File: src/rtl/div_nonrestoring_if.sv
// Handshake and result bundle for the iterative signed divider.
// The master issues ctrl_div with its operands. The slave returns the
// quotient, the remainder, the divide-by-zero flag and its status.
interface div_nonrestoring_if #(
   parameter int WIDTH = 32
);
   logic             ctrl_div;
   logic [WIDTH-1:0] dividend;
   logic [WIDTH-1:0] divisor;
   logic [WIDTH-1:0] quotient;
   logic [WIDTH-1:0] remainder;
   logic             exception;
   logic             result_rdy;
   logic             busy;

   modport master (
      output ctrl_div, dividend, divisor,
      input  quotient, remainder, exception, result_rdy, busy
   );

   modport slave (
      input  ctrl_div, dividend, divisor,
      output quotient, remainder, exception, result_rdy, busy
   );
endinterface

File: src/rtl/div_nonrestoring.sv
// Iterative signed integer divider using the non-restoring algorithm.
// It resolves one quotient bit per clock. The division works on operand
// magnitudes, and the signs are applied in a final fix-up cycle.
// Latency from accept to result_rdy is WIDTH+1 edges.
// Divide-by-zero is flagged one edge after accept.
module div_nonrestoring #(
   parameter int WIDTH = 32
) (
   input logic                clock,
   input logic                reset_n,
   div_nonrestoring_if.slave  bus
);

   localparam int CW = $clog2(WIDTH);

   // S_DZ is a one-cycle, non-busy holding state for divide-by-zero.
   // It makes the zero result appear one edge after accept.
   typedef enum logic [2:0] {
      S_IDLE = 3'd0,
      S_RUN  = 3'd1,
      S_FIX  = 3'd2,
      S_DONE = 3'd3,
      S_DZ   = 3'd4
   } state_t;

   state_t              state_q, state_d;
   logic [CW-1:0]       count_q, count_d;
   logic signed [WIDTH:0] p_q, p_d;      // partial remainder, one guard bit
   logic [WIDTH-1:0]    q_q, q_d;        // dividend magnitude shifting out, quotient bits in
   logic [WIDTH:0]      d_q, d_d;        // divisor magnitude, always non-negative
   logic                qsign_q, qsign_d;
   logic                rsign_q, rsign_d;
   logic [WIDTH-1:0]    quo_q, quo_d;
   logic [WIDTH-1:0]    rem_q, rem_d;
   logic                exc_q, exc_d;
   logic                rdy_q, rdy_d;
   logic                busy_q, busy_d;

   logic                accepting;
   logic [WIDTH-1:0]    dvd_mag;
   logic [WIDTH:0]      dvs_ext;
   logic [WIDTH:0]      dvs_mag;
   logic signed [WIDTH:0] p_shift;
   logic signed [WIDTH:0] p_step;
   logic [WIDTH-1:0]    rem_mag;

   assign accepting = (state_q == S_IDLE) || (state_q == S_DONE);

   // In WIDTH bits, negating the most negative value returns the same bit pattern.
   // Read as unsigned, that pattern is +2^(WIDTH-1), which is the correct magnitude.
   assign dvd_mag = bus.dividend[WIDTH-1] ? -bus.dividend : bus.dividend;
   assign dvs_ext = {bus.divisor[WIDTH-1], bus.divisor};
   assign dvs_mag = dvs_ext[WIDTH] ? -dvs_ext : dvs_ext;

   // One non-restoring step: shift {P,Q} left, then subtract or add D by the sign of P.
   // The guard bit keeps 2P in range, so the shift keeps the sign of the old P.
   assign p_shift = {p_q[WIDTH-1:0], q_q[WIDTH-1]};
   assign p_step  = p_shift[WIDTH] ? (p_shift + $signed(d_q)) : (p_shift - $signed(d_q));

   // Final correction. A negative partial remainder gets D added back.
   // Only the low WIDTH bits are kept; the true remainder is non-negative and below D.
   assign rem_mag = p_q[WIDTH] ? (p_q[WIDTH-1:0] + d_q[WIDTH-1:0]) : p_q[WIDTH-1:0];

   // State and datapath registers; asynchronous reset abandons any division in flight
   always_ff @(posedge clock or negedge reset_n) begin
      if (!reset_n) begin
         state_q <= S_IDLE;
         count_q <= '0;
         p_q     <= '0;
         q_q     <= '0;
         d_q     <= '0;
         qsign_q <= 1'b0;
         rsign_q <= 1'b0;
         quo_q   <= '0;
         rem_q   <= '0;
         exc_q   <= 1'b0;
         rdy_q   <= 1'b0;
         busy_q  <= 1'b0;
      end else begin
         state_q <= state_d;
         count_q <= count_d;
         p_q     <= p_d;
         q_q     <= q_d;
         d_q     <= d_d;
         qsign_q <= qsign_d;
         rsign_q <= rsign_d;
         quo_q   <= quo_d;
         rem_q   <= rem_d;
         exc_q   <= exc_d;
         rdy_q   <= rdy_d;
         busy_q  <= busy_d;
      end
   end

   // Next-state and datapath update; result registers hold unless a result is produced
   always_comb begin
      state_d = state_q;
      count_d = count_q;
      p_d     = p_q;
      q_d     = q_q;
      d_d     = d_q;
      qsign_d = qsign_q;
      rsign_d = rsign_q;
      quo_d   = quo_q;
      rem_d   = rem_q;
      exc_d   = exc_q;
      rdy_d   = 1'b0;

      case (state_q)
         S_IDLE, S_DONE: begin
            if (accepting && bus.ctrl_div) begin
               count_d = '0;
               p_d     = '0;
               qsign_d = bus.dividend[WIDTH-1] ^ bus.divisor[WIDTH-1];
               rsign_d = bus.dividend[WIDTH-1];
               d_d     = dvs_mag;
               if (bus.divisor == '0) begin
                  // Keep the raw dividend; it becomes the remainder.
                  q_d     = bus.dividend;
                  state_d = S_DZ;
               end else begin
                  q_d     = dvd_mag;
                  state_d = S_RUN;
               end
            end else begin
               state_d = S_IDLE;
            end
         end

         S_RUN: begin
            p_d = p_step;
            q_d = {q_q[WIDTH-2:0], ~p_step[WIDTH]};
            if (count_q == CW'(WIDTH - 1)) begin
               count_d = '0;
               state_d = S_FIX;
            end else begin
               count_d = count_q + CW'(1);
            end
         end

         S_FIX: begin
            p_d     = {1'b0, rem_mag};
            quo_d   = qsign_q ? -q_q : q_q;
            rem_d   = rsign_q ? -rem_mag : rem_mag;
            exc_d   = 1'b0;
            rdy_d   = 1'b1;
            state_d = S_DONE;
         end

         S_DZ: begin
            quo_d   = '0;
            rem_d   = q_q;
            exc_d   = 1'b1;
            rdy_d   = 1'b1;
            state_d = S_DONE;
         end

         default: begin
            state_d = S_IDLE;
         end
      endcase

      busy_d = (state_d == S_RUN) || (state_d == S_FIX);
   end

   assign bus.quotient   = quo_q;
   assign bus.remainder  = rem_q;
   assign bus.exception  = exc_q;
   assign bus.result_rdy = rdy_q;
   assign bus.busy       = busy_q;

endmodule
File: src/flat_wrapper.sv
// flat-port wrapper written by rule: the top's interface ports become plain ports
module div_nonrestoring_flat 
#(
   parameter int WIDTH = 32
)
  (clock, reset_n, bus_ctrl_div, bus_dividend, bus_divisor, bus_quotient, bus_remainder, bus_exception, bus_result_rdy, bus_busy);
  div_nonrestoring_if #(.WIDTH(WIDTH)) bus_i ();
  input logic clock;
  input logic reset_n;
  input wire logic [$bits(bus_i.ctrl_div)-1:0] bus_ctrl_div;
  input wire logic [$bits(bus_i.dividend)-1:0] bus_dividend;
  input wire logic [$bits(bus_i.divisor)-1:0] bus_divisor;
  output wire logic [$bits(bus_i.quotient)-1:0] bus_quotient;
  output wire logic [$bits(bus_i.remainder)-1:0] bus_remainder;
  output wire logic [$bits(bus_i.exception)-1:0] bus_exception;
  output wire logic [$bits(bus_i.result_rdy)-1:0] bus_result_rdy;
  output wire logic [$bits(bus_i.busy)-1:0] bus_busy;
  assign bus_i.ctrl_div = bus_ctrl_div;
  assign bus_i.dividend = bus_dividend;
  assign bus_i.divisor = bus_divisor;
  assign bus_quotient = bus_i.quotient;
  assign bus_remainder = bus_i.remainder;
  assign bus_exception = bus_i.exception;
  assign bus_result_rdy = bus_i.result_rdy;
  assign bus_busy = bus_i.busy;
  div_nonrestoring #(.WIDTH(WIDTH)) u_core (.clock(clock), .reset_n(reset_n), .bus(bus_i));
endmodule
File: config.mk
export PLATFORM = sky130hd
export DESIGN_NAME = div_nonrestoring_flat
export DESIGN_NICKNAME = d
export VERILOG_FILES = /design/src/rtl/div_nonrestoring_if.sv /design/src/rtl/div_nonrestoring.sv /design/src/flat_wrapper.sv
export SDC_FILE = /design/constraint.sdc
export NUM_CORES = 1
export LEC_CHECK = 0
export BUFFER_PORTS_ARGS = -buffer_cell sky130_fd_sc_hd__buf_4
export CAP_MARGIN = 20
export CORE_MARGIN = 4
export CORE_UTILIZATION = 55
export CTS_CLUSTER_SIZE = 25
export DETAILED_ROUTE_END_ITERATION = 16
export PLACE_DENSITY = 0.72
export SYNTH_ARGS = -nofsm -noshare
export SYNTH_HDL_FRONTEND = slang
export SYNTH_SLANG_ARGS = --single-unit
File: constraint.sdc
create_clock -name clock -period 5 [get_ports clock]
set_input_delay 0 -clock clock [delete_from_list [all_inputs] [get_ports clock]]
set_output_delay 0 -clock clock [all_outputs]
set_load 0.05 [all_outputs]
=== Word level (Yosys, flattened, before mapping) ===
Index checks and enable logic that the tools add are counted.

* Bits in registers: 175
* Input bits: 67
* Output and inout bits: 67
* Logic and storage cells: 65

* Add/subtract/negate cells: 8
* Equal/unequal tests: 8
* Mux-type cells: 22
* Bitwise operators: 2
* Reductions and logical operators: 13

{| class="wikitable"
|+ Operator list
! operator !! number
|-
| 32-bit 2-to-1 mux || 6
|-
| 32-bit case mux with 2 select lines || 3
|-
| 33-bit 2-to-1 mux || 3
|-
| 33-bit case mux with 3 select lines || 1
|-
| 32-bit negation || 3
|-
| 33-bit adder || 1
|-
| 33-bit negation || 1
|-
| 33-bit subtractor || 1
|-
| 32-bit adder || 1
|-
| 32-bit zero test || 1
|-
| 5-bit 2-to-1 mux || 2
|-
| 5-bit case mux with 2 select lines || 1
|-
| 3-bit by 2-bit equality test with 1-bit output (second input constant) || 3
|-
| 3-bit 2-to-1 mux || 3
|-
| 3-bit case mux with 3 select lines || 1
|-
| 3-bit by 1-bit equality test with 1-bit output (second input constant) || 2
|-
| 2-bit AND reduction || 3
|-
| 5-bit by 1-bit adder with 5-bit output (second input constant) || 1
|-
| 5-bit equality test (second input constant) || 1
|-
| 2-bit nonzero test || 2
|-
| 2-bit OR reduction || 2
|-
| 3-bit equality test (second input constant) || 1
|-
| 3-bit zero test || 1
|-
| 3-bit nonzero test || 1
|-
| other kinds (7) || 8
|}

=== Longest topological paths before layout ===
Gate-level depths: netlist (run 1).

* Word-level depth: 7
* Depth in mapped cells: 20
* Depth with buffers taken out: 20

=== Worst setup path before layout (run 1) ===
No wires, ideal clock.

* Path type: reg2reg
* Start point: register u_core.d_q[5]
* End point: register u_core.p_q[29]
* Setup time: 0.125 ns
* Data arrival time: 4.176 ns
* Setup slack: 0.699 ns
* Stages on the path, launching flop included: 19
* Path buffers: 0
* Period minus slack after synthesis: 4.301 ns
* Cell sequence: dfrtp_1 or4_1 nor4_1 nand2_1 nor2_1 nor2_1 xor2_1 ha_1 a21o_1 a21o_1 a21o_1 a31oi_1 nor3b_1 a211oi_1 a21boi_0 o31a_1 or3_1 a32o_1 mux2_2

* Longest elaborated chain between the ends: 3
* Elaborated cells between the ends (all ways): 6
* Classes of those cells: 3 x add/sub; 3 x mux

{| class="wikitable"
|+ Ends and longest elaborated chain
! item !! line !! RTL
|-
| start: declaration || div_nonrestoring.sv:30 || <nowiki>logic [WIDTH:0] d_q, d_d;</nowiki>
|-
| start signal: assignment || div_nonrestoring.sv:71 || <nowiki>d_q <= '0;</nowiki>
|-
| start signal: assignment || div_nonrestoring.sv:84 || <nowiki>d_q <= d_d;</nowiki>
|-
| 33-bit subtractor, or another cell as far along || div_nonrestoring.sv:58 || <nowiki>assign p_step = p_shift[WIDTH] ? (p_shift + $signed(d_q)) : (p_shift - $signed(d_q));</nowiki>
|-
| 33-bit 2-to-1 mux or 32-bit 2-to-1 mux (tied branches) || div_nonrestoring.sv:58, div_nonrestoring.sv:62 ||
|-
| 33-bit case mux with 3 select lines * || div_nonrestoring.sv:109 || <nowiki>case (state_q)</nowiki>
|-
| end signal: assignment || div_nonrestoring.sv:82 || <nowiki>p_q <= p_d;</nowiki>
|-
| end: declaration || div_nonrestoring.sv:28 || <nowiki>logic signed [WIDTH:0] p_q, p_d;</nowiki>
|}

Every way passes the cells marked *; elsewhere a longest branch is shown, timed or not.
A chain may end at the register's enable or synchronous reset.

=== Worst setup path after layout (run 1) ===
Ends and elaborated chain as after synthesis.

==> impl_metrics.json, run 1 <==
{
  "route.detailed.drc": 0,
  "p_seq_share_pct": 20.4,
  "synth_nets": 1837,
  "p_comb_share_pct": 69.6,
  "core_um2": 25200,
  "wl_per_cell_um": 17.9,
  "min_period_ns": 4.68,
  "drt_iter0_markers": 1108,
  "switching_power_w": 0.00700,
  "cts_made_buffers": 17,
  "num_vias": 13400,
  "p_sw_share_pct": 51.3,
  "antennaDiodeCount": 0,
  "grt_usage_pct": 27.7,
  "clockBufferDepth": 2,
  "preCtsSetupSlack_ns": 0.401,
  "reg2reg_depth": 19,
  "synth_compound_area_share_pct": 26.6,
  "drive_gt1_share_pct": 12.3,
  "rows": 58,
  "syn-cell-area_um2": 14000,
  "syn_to_final_growth_pct": 19.1,
  "io_pins": 134,
  "regToRegStartpoint": "u_core.d_q[5]",
  "antenna_found_initial": 0,
  "viasPerCell": 6.08,
  "worst_pin_slew_ns": 1.01,
  "setup_ws_ns": 0.322,
  "synth_top_family_by_area": "compound AO/OA/AOI/OAI gates",
  "nets": 2009,
  "maxSlewViolCount": 0,
  "status": "finished clean",
  "ctsResizeCount": 0,
  "cellInternalPower_w": 0.00666,
  "dr.pass1.iters": 6,
  "synth.avg_cell_area_um2": 8.29,
  "clockPowerShare_pct": 9.9,
  "finalSetupTns_ns": 0,
  "ys_warn_count": 0,
  "worstPathArrival_ns": 5.01,
  "fin_crit_sh_pct": 93.6,
  "dp_hpwl_mm": 29.6,
  "synth_xor_area_share_pct": 12.0,
  "cts_root_buf": "clkbuf_16",
  "worstPathRequired_ns": 5.33,
  "ys_seq_area_share_pct": 31.2,
  "max-cap-violations": 0,
  "hold_path_depth": 3,
  "reg2reg_slack_ns": 0.32,
  "synthArstFlopShare_pct": 100,
  "synth_ff_type": "dfrtp_1",
  "dr_wl_met2_mm": 17.8,
  "die_w_um": 168,
  "p_leak_nw": 7.36,
  "grt_pass1_vias": 12800,
  "min-delay-start": "bus_ctrl_div",
  "ys_types": 86,
  "mostFrequentLayoutCell": "o21ai_0",
  "powerDensity_nw_per_um2": 816,
  "synth_fa_ha_area_share_pct": 6.88,
  "wl_met1_mm": 18.2,
  "ys_ff_latch": 175,
  "path_class": "reg2reg",
  "synth-edff-count": 0,
  "post-route-util_pct": 66.5,
  "portBuffers": 133,
  "start_util_pct": 55.8,
  "fin_worst_skew_ns": 0.0158,
  "overflow": 0,
  "fmax_ghz": 0.214,
  "cts_sinks": 175,
  "setup_viol": 0,
  "clk_pin_slew_ns": 0.08,
  "met3_length_mm": 2.73,
  "post_cts_buffers": 0,
  "die_height_um": 168,
  "wirelength_mm": 39.6,
  "cp-end-kind": "register",
  "muxShareOfSynthArea_pct": 1.27,
  "slew_headroom_pct": 32.7,
  "synthSimpleGateAreaFrac_pct": 18.1,
  "grt_max_degree": 90,
  "rsz0062_at_grt": "false",
  "final_cell_mix": "o21ai_0 (205), nand2_1 (191), dfrtp_1 (174), buf_4 (155), xor2_1 (143)",
  "ir_drop_mv": 0.328,
  "htreeDepth": 4,
  "insertion_delay_ns": 0.44,
  "crit_path_start_kind": "register",
  "synthCells": 1694,
  "r2r-end": "u_core.p_q[29]",
  "routed.top_layer": "met4",
  "ant_nets": 0,
  "hold_end": "u_core.rsign_q",
  "finalWeightedCongestion": 1.02,
  "finalHoldViolations": 0,
  "hold_class": "in2reg",
  "cts_tree": "yes",
  "grt_pass1_wl_mm": 64.6,
  "die_area_um2": 28200,
  "crit_path_max_fanout": 8
}
-- cells in the mapped netlist (all sizes together), types with 25 or more instances --
cell / instances / area, um2
xnor2: 49 / 429
ha: 74 / 926
a22oi: 75 / 563
a21oi: 93 / 469
xor2: 143 / 1250
nor3: 39 / 195
inv: 40 / 150
a21o: 26 / 195
dfrtp: 175 / 4380
nand3: 25 / 130
clkbuf: 68 / 259
o31ai: 33 / 262
nand2: 191 / 717
nand2b: 27 / 176
o21ai: 232 / 1160
nor2: 88 / 333
-- metal layers --
| layer | track usage (%) | up-vias |
|---|---|---|
| li1 | - | 6550 |
| met1 | 39.2 | 6344 |
| met2 | 44.8 | 476 |
| met3 | 3.55 | 53 |
| met4 | 8.01 | 0 |
| met5 | 0 | - |
-- worst max path at each step --
stage | startpoint | end | slack [ns] | depth (start not counted)
after floorplan | u_core.d_q[5] | u_core.p_q[29] | 0.70 | 18
after global placement | u_core.d_q[5] | u_core.p_q[29] | 0.50 | 19
after detailed placement | u_core.d_q[5] | u_core.p_q[29] | 0.40 | 19
after CTS | u_core.d_q[5] | u_core.p_q[29] | 0.39 | 19
after global routing | u_core.d_q[5] | u_core.p_q[29] | 0.08 | 19
final | u_core.d_q[5] | u_core.p_q[29] | 0.32 | 19
-- cells by family after synthesis --
logic type / Yosys count
compound gates: 590
simple gates: 512
xor+xnor: 192
flops: 175
buf+inv: 132
fa+ha+maj: 76
mux: 17
-- worst max-delay path, cell delays in order, from the launching register on --
cell	delay [ns]
dfrtp_1	0.47
or4_1	0.60
nor4_1	0.19
buf_4	0.17
nand2_1	0.06
nor2_1	0.10
nor2_1	0.06
xor2_1	0.15
ha_1	0.36
a21o_1	0.21
a21o_1	0.18
a21o_1	0.19
a31oi_1	0.22
nor3b_1	0.08
a211oi_1	0.28
a21boi_0	0.19
o31a_1	0.27
or3_1	0.30
a32o_1	0.24
mux2_2	0.25
-- registers in the layout (all words and copies together), names as in the netlist --
signal / cells
u_core.bus.busy: 1
u_core.bus.exception: 1
u_core.bus.quotient: 32
u_core.bus.remainder: 32
u_core.bus.result_rdy: 1
u_core.count_q: 5
u_core.d_q: 33
u_core.p_q: 33
u_core.q_q: 32
u_core.qsign_q: 1
u_core.rsign_q: 1
u_core.state_q: 3
-- power groups by stage --
stage                     Combinational, W  Clock, W  Sequential (W)
final                              0.00951   0.00136         0.00279
after global routing                0.0106   0.00143         0.00286
after CTS                          0.00936   0.00137         0.00275
after detailed placement           0.00924         0         0.00277
after global placement             0.00901         0         0.00275
after floorplan                    0.00730         0         0.00258
-- metrics by stage --
step                total power (W)  hold WS [ns]  area (um2)  cells
floorplan                   0.00987        -0.296       14000   1694
global placement             0.0118         0.113       15300   2088
detailed placement           0.0120         0.120       15300   2088
CTS                          0.0135        0.0486       16700   2209
global route                 0.0149         0.103       16700   2209
finish                       0.0137        0.0722       16700   2209
-- cell type report --
type                            instances  area [um2]
Tap cell                              330         413
Clock buffer                           18         429
Clock inverter                         14         163
Timing Repair Buffer                  245        2070
Inverter                               40         150
Multi-Input combinational cell       1387        9140
Fill cell                            2130        8450
Sequential cell                       175        4380
-- repair_timing --
| action | in CTS | in global routing |
|---|---|---|
| hold endpoints to repair | 153 | 0 |
| setup endpoints to repair | 0 | 0 |
| hold buffers | 89 | 0 |
Power figures use the tool's default switching activity.
==> inputs of run 2 (changes only) <==
--- a/config.mk
+++ b/config.mk
@@ -8,10 +8,10 @@
 export BUFFER_PORTS_ARGS = -buffer_cell sky130_fd_sc_hd__buf_4
 export CAP_MARGIN = 20
 export CORE_MARGIN = 4
-export CORE_UTILIZATION = 55
+export CORE_UTILIZATION = 43
 export CTS_CLUSTER_SIZE = 25
 export DETAILED_ROUTE_END_ITERATION = 16
-export PLACE_DENSITY = 0.72
+export PLACE_DENSITY = 0.58
 export SYNTH_ARGS = -nofsm -noshare
 export SYNTH_HDL_FRONTEND = slang
 export SYNTH_SLANG_ARGS = --single-unit
==> impl_metrics.json, run 2 (same netlist as run 1, synthesis figures left out) <==
{
  "finalSetupTns_ns": 0,
  "powerDensity_nw_per_um2": 812,
  "worstPathArrival_ns": 4.94,
  "wirelength_mm": 42.0,
  "worst_pin_slew_ns": 1.03,
  "fin_worst_skew_ns": 0.0139,
  "multi_input_area_um2": 9140,
  "core_um2": 31900,
  "rsz0062_at_grt": "false",
  "finalHoldViolations": 0,
  "p_seq_share_pct": 20.4,
  "fin_crit_sh_pct": 92.1,
  "route.detailed.drc": 0,
  "htreeDepth": 4,
  "worstPathRequired_ns": 5.33,
  "regToRegStartpoint": "u_core.d_q[5]",
  "ant_nets": 0,
  "cts_tree": "yes",
  "finalWeightedCongestion": 0.902,
  "p_comb_share_pct": 69.8,
  "overflow": 0,
  "syn_to_final_growth_pct": 20.0,
  "reg2reg_slack_ns": 0.40,
  "dr.pass1.iters": 6,
  "grt_usage_pct": 23.5,
  "die_height_um": 189,
  "clk_pin_slew_ns": 0.07,
  "die_w_um": 189,
  "min_period_ns": 4.60,
  "post_cts_buffers": 0,
  "rows": 65,
  "crit_path_max_fanout": 8,
  "num_vias": 13200,
  "switching_power_w": 0.00698,
  "grt_pass1_wl_mm": 68.1,
  "setup_ws_ns": 0.395,
  "maxSlewViolCount": 0,
  "fillCellCount": 3085,
  "cp-end-kind": "register",
  "preCtsSetupSlack_ns": 0.406,
  "clockPowerShare_pct": 9.8,
  "drt_iter0_markers": 1134,
  "p_leak_nw": 7.33,
  "viasPerCell": 5.69,
  "r2r-end": "u_core.p_q[29]",
  "drive_gt1_share_pct": 12.3,
  "reg2reg_depth": 19,
  "portBuffers": 133,
  "p_sw_share_pct": 51.0,
  "slew_headroom_pct": 31.1,
  "grt_max_degree": 76,
  "io_pins": 134,
  "max-cap-violations": 0,
  "antennaDiodeCount": 0,
  "cts_made_buffers": 17,
  "mostFrequentLayoutCell": "o21ai_0",
  "die_area_um2": 35600,
  "setup_viol": 0,
  "hold_end": "u_core.rsign_q",
  "insertion_delay_ns": 0.45,
  "reg_top3": "u_core.d_q (33), u_core.p_q (33)",
  "antenna_found_initial": 0,
  "hold_class": "in2reg",
  "final_cell_mix": "o21ai_0 (205), nand2_1 (191), dfrtp_1 (174), buf_4 (155), xor2_1 (143)",
  "hold_path_depth": 3,
  "cts_root_buf": "clkbuf_16",
  "cellInternalPower_w": 0.00671,
  "grt_pass1_vias": 12700,
  "crit_path_start_kind": "register",
  "nets": 2010,
  "wl_per_cell_um": 18.2,
  "start_util_pct": 44.1,
  "min-delay-start": "bus_ctrl_div",
  "path_class": "reg2reg",
  "regArea_um2": 4380,
  "clockBufferDepth": 2,
  "dp_hpwl_mm": 31.7,
  "status": "finished clean",
  "cts_sinks": 175,
  "fmax_ghz": 0.217,
  "ir_drop_mv": 0.342
}
[run 2: cell count changes in the layout (fill, tap and decap cells not counted), moves of 2 or more]
cell        before  now
clkinvlp_4       0    5
clkinv_8         4    0
clkinv_4         3    1
inv_8            4    2
[run 2: worst max-delay path, cell delays in order (launching register included)]
cell	delay [ns]
dfrtp_1	0.47
or4_1	0.62
nor4_2	0.16
buf_4	0.17
nand2_1	0.07
nor2_1	0.10
nor2_1	0.05
xor2_1	0.14
ha_1	0.36
a21o_1	0.20
a21o_1	0.17
a21o_1	0.19
a31oi_1	0.24
nor3b_1	0.09
a211oi_1	0.23
a21boi_0	0.17
o31a_1	0.27
or3_1	0.30
a32o_1	0.24
mux2_2	0.25
[run 2: worst max path at each step]
stage	start	slack (ns)	endpoint	cells after the start
floorplan	u_core.d_q[5]	0.70	u_core.p_q[29]	18
global placement	u_core.d_q[5]	0.46	u_core.p_q[29]	19
detailed placement	u_core.d_q[5]	0.41	u_core.p_q[29]	19
CTS	u_core.d_q[5]	0.38	u_core.p_q[29]	19
global route	u_core.d_q[5]	0.01	u_core.p_q[29]	16
finish	u_core.d_q[5]	0.40	u_core.p_q[29]	19
[run 2: per-layer routing]
layer | track usage, % | vias up | part of all wire, %
met3 | 3.54 | 36 | 5.3
met5 | 0 | - | 0
met4 | 5.61 | 0 | 1.9
met2 | 37.3 | 338 | 44
li1 | - | 6555 | -
met1 | 33.9 | 6239 | 49
[run 2: area by class of cell]
class,count,share of cell area [%]
multi-input cells,1387,54.2
flip-flops and latches,175,26.0
repair buffers,246,12.3
well taps,435,3.23
clock buffers,20,2.65
inverters,40,0.890
clock inverters,12,0.742
[run 2: per-stage QoR]
stage          cell area [um2]  util (%)  hold slack (ns)  instances  total power [W]
2_1_floorplan            14000         -           -0.296       1694          0.00987
3_3_place_gp             15400      48.3           0.0740       2193           0.0121
3_5_place_dp             15400      48.3           0.0751       2193           0.0122
4_1_cts                  16900      52.9           0.0505       2315           0.0136
5_1_grt                  16900      52.9           0.0815       2315           0.0150
6_report                 16900      52.9           0.0690       2315           0.0137
[run 2: power by group through the flow]
stage               clock network (W)  registers, W  logic [W]
CTS                           0.00138       0.00276    0.00950
detailed placement                  0       0.00278    0.00938
global placement                    0       0.00278    0.00929
floorplan                           0       0.00258    0.00730
global route                  0.00143       0.00287     0.0107
finish                        0.00134       0.00279    0.00956
[run 2: repair_timing]
| action | 4_1_cts | 5_1_grt |
|---|---|---|
| setup endpoints to repair | 0 | 1 |
| endpoints found under the hold margin | 139 | 0 |
| resized for setup | 0 | 1 |
| hold buffers | 90 | 0 |
==> inputs of run 3 (changes only) <==
--- a/config.mk
+++ b/config.mk
@@ -11,6 +11,7 @@
 export CORE_UTILIZATION = 43
 export CTS_CLUSTER_SIZE = 25
 export DETAILED_ROUTE_END_ITERATION = 16
+export GPL_TIMING_DRIVEN = 0
 export PLACE_DENSITY = 0.58
 export SYNTH_ARGS = -nofsm -noshare
 export SYNTH_HDL_FRONTEND = slang
==> impl_metrics.json, run 3 (same netlist as run 1, synthesis figures left out) <==
{
  "drive_gt1_share_pct": 11.4,
  "finalSetupTns_ns": 0,
  "setup_viol": 0,
  "drt_iter0_markers": 1103,
  "maxSlewViolCount": 0,
  "crit_path_start_kind": "register",
  "rsz0062_at_grt": "false",
  "slew_headroom_pct": 27.2,
  "setup_ws_ns": 0.314,
  "wirelength_mm": 48.8,
  "critPathMaxStageDelay_ns": 0.62,
  "reg2reg_depth": 18,
  "powerDensity_nw_per_um2": 826,
  "num_vias": 13900,
  "dp_hpwl_mm": 38.0,
  "mostFrequentLayoutCell": "o21ai_0",
  "dpl.cell_count": 2265,
  "cts_tree": "yes",
  "worstPathRequired_ns": 5.35,
  "wl_per_cell_um": 20.4,
  "cp-end-kind": "register",
  "fin_worst_skew_ns": 0.0143,
  "p_leak_nw": 7.44,
  "post_cts_buffers": 0,
  "die_w_um": 189,
  "crit_path_max_fanout": 8,
  "die_area_um2": 35600,
  "fin_crit_sh_pct": 93.7,
  "regArea_um2": 4380,
  "preCtsSetupSlack_ns": 0.0424,
  "cpLargestDelayFamily": "compound AO/OA/AOI/OAI gates",
  "grt_max_degree": 117,
  "finalHoldViolations": 0,
  "worst_pin_slew_ns": 1.09,
  "cts_made_buffers": 17,
  "overflow": 0,
  "reg2reg_slack_ns": 0.31,
  "grt_pass1_vias": 13600,
  "fillCellCount": 3057,
  "hold_path_depth": 5,
  "reg_top3": "u_core.d_q (33), u_core.p_q (33)",
  "dr.pass1.iters": 6,
  "die_height_um": 189,
  "fmax_ghz": 0.213,
  "r2r-end": "u_core.p_q[29]",
  "htreeDepth": 4,
  "min_period_ns": 4.69,
  "grt_pass1_wl_mm": 76.3,
  "grt_usage_pct": 27.2,
  "clockBufferDepth": 2,
  "multi_input_area_um2": 9150,
  "insertion_delay_ns": 0.46,
  "rows": 65,
  "ir_drop_mv": 0.383,
  "antenna_found_initial": 1,
  "finalWeightedCongestion": 1.01,
  "path_class": "reg2reg",
  "final_cell_mix": "o21ai_0 (205), nand2_1 (191), dfrtp_1 (175), xor2_1 (143), buf_4 (134)",
  "syn_to_final_growth_pct": 22.3,
  "route.detailed.drc": 0,
  "start_util_pct": 44.1,
  "status": "finished clean",
  "cts_root_buf": "clkbuf_16",
  "io_pins": 134,
  "ant_nets": 0,
  "cp_slowest_cell": "or4_4",
  "crit_chain": "or4_4, nor4_4, nand2_1, nor2_1, nor2_1, xor2_1, ha_1, a21o_1, a21o_1, a21o_1, a31oi_2, nor3b_1, a211oi_1, a21boi_0, o31a_1, or3_1, a32o_1, mux2_2",
  "nets": 2083,
  "viasPerCell": 5.80,
  "stdcell_count": 2388,
  "startpoint": "u_core.d_q[5]",
  "antennaDiodeCount": 0,
  "crit_top_cell": "a21o_1",
  "portBuffers": 133,
  "min-delay-start": "bus_dividend[0]",
  "regToRegStartpoint": "u_core.d_q[5]",
  "cts_sinks": 175,
  "post-route-util_pct": 53.9,
  "hold_end": "u_core.q_q[0]",
  "clk_pin_slew_ns": 0.07,
  "worstPathArrival_ns": 5.03,
  "hold_class": "in2reg",
  "max-cap-violations": 0,
  "core_um2": 31900,
  "crit_buf_inv": 0
}
-- run 3: changes by cell type in the layout (fill, tap and decap cells not counted), sizes merged, moves of 2 or more --
cell / before / now
clkinv: 1 / 3
dlygate4sd1: 0 / 5
clkbuf: 20 / 85
clkinvlp: 5 / 3
-- run 3: layout make-up --
| type | count | share of cell area (%) |
|---|---|---|
| multi-input combinational | 1387 | 53.2 |
| sequential | 175 | 25.5 |
| timing repair buffer | 228 | 11.4 |
| tap | 435 | 3.17 |
| clock buffer | 18 | 2.56 |
| buffer | 91 | 2.38 |
| clock inverter | 14 | 0.874 |
| inverter | 40 | 0.874 |
-- run 3: worst reg2reg max path, stage by stage (launching register included) --
cell and delay [ns]:
dfrtp_1 0.49, or4_4 0.62, nor4_4 0.24, nand2_1 0.11, nor2_1 0.10, nor2_1 0.05
xor2_1 0.17, ha_1 0.35, a21o_1 0.19, a21o_1 0.17, a21o_1 0.20, a31oi_2 0.22
nor3b_1 0.08, a211oi_1 0.25, a21boi_0 0.21, o31a_1 0.31, or3_1 0.31, a32o_1 0.25
mux2_2 0.25
-- run 3: worst max path at each step --
stage                     endpoint  slack (ns)  depth (start not counted)
finish              u_core.p_q[29]        0.31                         18
global placement    u_core.p_q[29]        0.05                         18
detailed placement  u_core.p_q[29]        0.04                         18
floorplan           u_core.p_q[29]        0.70                         18
global route        u_core.p_q[29]      0.0005                         18
CTS                 u_core.p_q[29]       0.008                         18
-- run 3: metal layers --
| metal | routed length [um] | vias up | part of all wire, % | track usage (%) |
|---|---|---|---|---|
| met5 | 0 | - | 0 | 0 |
| met4 | 1370 | 0 | 2.8 | 8.83 |
| met3 | 2990 | 65 | 6.1 | 3.24 |
| met2 | 22900 | 498 | 47 | 46.1 |
| met1 | 21500 | 6593 | 44 | 36.4 |
| li1 | - | 6705 | - | - |
-- run 3: timing repair --
item,4_1_cts,5_1_grt
hold buffers,91,0
resized for setup,0,8
endpoints found under the hold margin,125,0
setup endpoints to repair,0,5
-- run 3: metrics by stage --
stage	total power [W]	hold WS, ns	area, um2
3_3_place_gp	0.0123	0.233	15600
2_1_floorplan	0.00987	-0.296	14000
6_report	0.0142	0.0454	17200
5_1_grt	0.0154	0.0608	17200
3_5_place_dp	0.0125	-0.0326	15600
4_1_cts	0.0140	0.0242	17100
-- run 3: power by group --
| group | total [W] | switching, W | internal, W |
|---|---|---|---|
| registers | 0.00272 | 0.000784 | 0.00194 |
| clock network | 0.00139 | 0.000637 | 0.000756 |
| logic | 0.0101 | 0.00603 | 0.00405 |
